**config.mk**
```make
export PLATFORM = sky130hd
export DESIGN_NAME = orgate
export DESIGN_NICKNAME = d
export VERILOG_FILES = /design/src/rtl/orgate.sv
export SDC_FILE = /design/constraint.sdc
export NUM_CORES = 1
export LEC_CHECK = 0
export CAP_MARGIN = 20
export CORE_ASPECT_RATIO = 1.25
export CORE_UTILIZATION = 40
export CTS_BUF_LIST = sky130_fd_sc_hd__clkbuf_16
export DETAILED_ROUTE_END_ITERATION = 10
export GPL_ROUTABILITY_DRIVEN = 1
export PLACE_DENSITY = 0.83
export SYNTH_ARGS = -nofsm -noshare
export SYNTH_HDL_FRONTEND = slang
export SYNTH_SLANG_ARGS = --single-unit
export TNS_END_PERCENT = 100
```
**constraint.sdc**
```tcl
create_clock -name clk -period 10.53 [get_ports clk]
set_input_delay 2.106 -clock clk [delete_from_list [all_inputs] [get_ports clk]]
set_output_delay 2.106 -clock clk [all_outputs]
set_load 0.02 [all_outputs]
```
**src/rtl/orgate.sv**
```systemverilog
// Registered bitwise OR of two operands, with summary flags (any/all bits set)
// and a population count, all captured in the same cycle as the result.
module orgate #(
   parameter int WIDTH = 32
) (
   input  logic                           clk,
   input  logic                           rst,
   input  logic [WIDTH-1:0]               a,
   input  logic [WIDTH-1:0]               b,
   input  logic                           in_valid,
   output logic [WIDTH-1:0]               c,
   output logic                           out_valid,
   output logic                           any_set,
   output logic                           all_set,
   output logic [$clog2(WIDTH+1)-1:0]     ones_cnt
);

   localparam int CW = $clog2(WIDTH + 1);

   // Sized so that a fully-set operand counts to WIDTH without wrapping.
   function automatic logic [CW-1:0] popcount(input logic [WIDTH-1:0] v);
      logic [CW-1:0] n;
      n = {CW{1'b0}};
      for (int i = 0; i < WIDTH; i++) begin
         n = n + CW'(v[i]);
      end
      return n;
   endfunction

   logic [WIDTH-1:0] or_s;
   logic             any_s;
   logic             all_s;
   logic [CW-1:0]    cnt_s;

   logic [WIDTH-1:0] c_r;
   logic             out_valid_r;
   logic             any_set_r;
   logic             all_set_r;
   logic [CW-1:0]    ones_cnt_r;

   // Result and its summary values, evaluated from the live operands.
   always_comb begin
      or_s  = a | b;
      any_s = |or_s;
      all_s = &or_s;
      cnt_s = popcount(or_s);
   end

   // Capture register; reset wins over a simultaneous capture.
   always_ff @(posedge clk) begin
      if (rst) begin
         c_r         <= {WIDTH{1'b0}};
         out_valid_r <= 1'b0;
         any_set_r   <= 1'b0;
         all_set_r   <= 1'b0;
         ones_cnt_r  <= {CW{1'b0}};
      end else begin
         out_valid_r <= in_valid;
         if (in_valid) begin
            c_r        <= or_s;
            any_set_r  <= any_s;
            all_set_r  <= all_s;
            ones_cnt_r <= cnt_s;
         end else begin
            c_r        <= c_r;
            any_set_r  <= any_set_r;
            all_set_r  <= all_set_r;
            ones_cnt_r <= ones_cnt_r;
         end
      end
   end

   assign c         = c_r;
   assign out_valid = out_valid_r;
   assign any_set   = any_set_r;
   assign all_set   = all_set_r;
   assign ones_cnt  = ones_cnt_r;

endmodule

```
==> results.md <==
* Nets@finish at 470
* Final hold slack at around 0.46 ns
* Final Hold Fails at 0
* Slowest stage delay, CP at between 0.5 and 0.6 ns
* Worst path depth at 19
* Clk slew on worst S/H paths at ~0.050 ns
* Unique masters post-synth at 27
* Async S/R FF share, synth at 0%
* Final std cell area, no fill at around 3600 um^2
* Crit Reg-Reg Endpoint: c[10]
* GPL Wtd Cong at 0.911
* Final Max Slew Viols at 0
* Most frequent cell after synthesis: nor2_1
* # hold bufs at CTS at 0
* Die height at 88.6 um
* Core region area at roughly 5800 um^2
* Worst min path class: register to register
* Crit path max-delay family: adder cells
* Gr ovfl total at 0
* DRC errors left at 7
* DR iter-0 viols at just over 100
* Commonest cells post-synth: 71 x nor2_1, 41 x dfxtp_1, 35 x inv_1, 34 x a211oi_1, 24 x fa_1
* Synth Cell Area at 2400 um^2
* Seq/Total Area, Yosys at 34.2%
* Total Die Area at 6310 um^2
* H-tree depth at 2
* Status: finished, violations left
* Synth Register Bits at 41
* Required time at the worst-slack endpoint at between 10 and 15 ns
* CTS tree: built
* Worst Max-Slew Pin Slew at 0.679 ns
* Syn Inst Count at 267
* CP Capture Type: register
* Setup TNS at 0 ns
* Total of max-cap violations at 0
* Row count at 31
* Area added between synthesis and finish at 51.9%
* Post-DP HPWL at ~5200 um
* Die W at approximately 71 um
* Top post-synthesis cells by area: dfxtp_1 34%, fa_1 20%, nor2_1 11%, a211oi_1 11%, inv_1 5.5%
* DR vias/cell at just over 5
* Post-CTS Setup Bufs at 0
* Post-Syn Area per Cell at approximately 9.0 um^2
* Layout cells sized above 1 at 3.50%
* Clk_skew at 0 ns
* Final setup vio count at 0
* Worst setup endpoint: ones_cnt[4]
* Maximum fanout along the worst path at 4
* RSZ-0062 raised after global routing: no
* Clock latency on the worst-skew pair at between 0.2 and 0.3 ns
* Top_reg_cell synth: dfxtp_1
* Reg-to-Reg Start: c[10]
* CP startpoint: b[17]
* Critical Path Most Common Cell: fa_1
* Max Clock Freq at around 140 MHz
* CP max stage cell: fa_1
* Remaining antenna violation count at 0
* Tcrit/Tclk final at 66.5%
* Slack of the worst reg-to-reg path at between 9 and 10 ns
* Initial antenna violation count at 0
* Largest net degree at the start of global routing at 75
* Post-synth top area share at about a third
* Leakage power at about 0.0015 uW
* Top cell type by total area after synthesis: dfxtp_1
* Io pins at about 110
* Final WL at between 6000 and 7000 um
* PD cells at between 200 and 250 nW/um^2
* First-pass GRT wire length at about 10,000 um
* Critical path arrival at between 7 and 8 ns
* Yosys Warn Count at 0
* Number of synthesized flops with an enable pin at 0
* Failing checks: design-rule violations
* Worst rel slew slack at a little over half
* Placed instance area at about 3500 um^2
* Clock sinks at between 40 and 50
* Final Non-Filler Cells at between 400 and 500
* Total chip power at ~760 uW
* Minimum clock period at around 7.0 ns
* Clk root buf: clkbuf_16
* Syn_nets at 367
* I/O Buffers at roughly 110
* Clock tree buffer depth at 2
* Startpoint Class: input port
* GRT Resource Usage Total at 21.9%
* WL per Instance at ~15 um
* Diodes inserted at 0
* Crit path kind: input port to register
* Vias in the first global route at between 2,000 and 2,500
* Worst path bufs/invs at 6
* Post-CTS sizing at 0
* Starting Density at 41.5%
* Crit path cell chain: clkdlybuf4s50_1, nor2_1, fa_1, fa_1, inv_1, fa_1, inv_1, fa_1, fa_1, fa_1, inv_1, ha_1, inv_1, fa_1, inv_1, a21o_1, a21oi_1, xnor2_1, a21o_1
* DR vias at roughly 2,200
* CTS Buf Count at 5
* Placed insts at 429
* Worst r2r path cells at 2
* Worst ir drop on vdd at 0.156 mV
* DR pass1 iterations at 8
==> worst min path at each step <==
stage,start,depth (start not counted),end
2_1_floorplan,ones_cnt[5],2,ones_cnt[5]
3_3_place_gp,ones_cnt[5],2,ones_cnt[5]
3_5_place_dp,ones_cnt[5],2,ones_cnt[5]
4_1_cts,ones_cnt[5],2,ones_cnt[5]
5_1_grt,ones_cnt[5],2,ones_cnt[5]
6_report,ones_cnt[5],2,ones_cnt[5]
==> routing by layer <==
metal	wire length, um	vias up	track usage, %
met1	2400	1037	23.8
met2	3530	58	40.3
met3	300	17	3.42
met5	0	-	0
met4	204	0	13.1
li1	-	1095	-
==> layout make-up <==
type	instances	area, um^2
fill	462	2140
multi-input combinational	178	1390
timing repair buffer	109	1080
sequential	41	821
inverter	35	131
clock buffer	5	125
tap	66	82.6
clock inverter	3	13.8
==> cells by family after synthesis <==
| family | after synthesis | synth area share (%) |
|---|---|---|
| AND/OR/NAND/NOR | 97 | 18.1 |
| adder cells (fa/ha/maj) | 33 | 24.7 |
| AO/OA/AOI/OAI | 43 | 13.1 |
| XOR/XNOR | 3 | 1.10 |
| multiplexers | 2 | 0.835 |
| buffers and inverters | 48 | 7.88 |
| flip-flops | 41 | 34.2 |
==> report_power, final <==
part	total, uW	switching, uW	internal (uW)
registers	182	8.34	174
clock network	143	57.1	85.9
logic	438	223	215
total	763	288	475
==> through the flow <==
step | setup slack (ns) | util, %
global route | 3.18 | 63.0
finish | 3.52 | 63.0
detailed placement | 3.25 | 60.6
floorplan | 3.93 | -
global placement | 3.32 | 60.6
CTS | 3.51 | 63.0
==> state kept, by name, indices dropped and copies added, names as in the netlist <==
| signal | flops |
|---|---|
| any_set | 1 |
| ones_cnt | 6 |
| c | 32 |
| all_set | 1 |
| out_valid | 1 |
==> layout by cell type (no fill, tap or decap) <==
cell type and count:
clkdlybuf4s50_1 106, xor2_1 1, nand3_1 2, dfxtp_1 41, nor2_1 71, nand4_1 8, a21o_1 3, clkinv_2 2
nor3b_1 1, nand2_1 2, clkbuf_16 5, a21oi_1 4, nor2b_1 1, nor4_2 2, xnor2_1 2, nor2_2 1
mux2i_1 2, a2bb2oi_1 1, and3_1 1, ha_1 9, a211oi_1 34, o211ai_1 1, fa_1 24, buf_4 2
buf_2 1, inv_1 36, nor3_1 1, nor4_1 7
==> worst register-to-register path, cell delays in order (launching register included) <==
cell	delay, ns
dfxtp_1	0.34
nor2_1	0.06
a211oi_1	0.28
No activity file was read; power rests on OpenSTA's default activity.
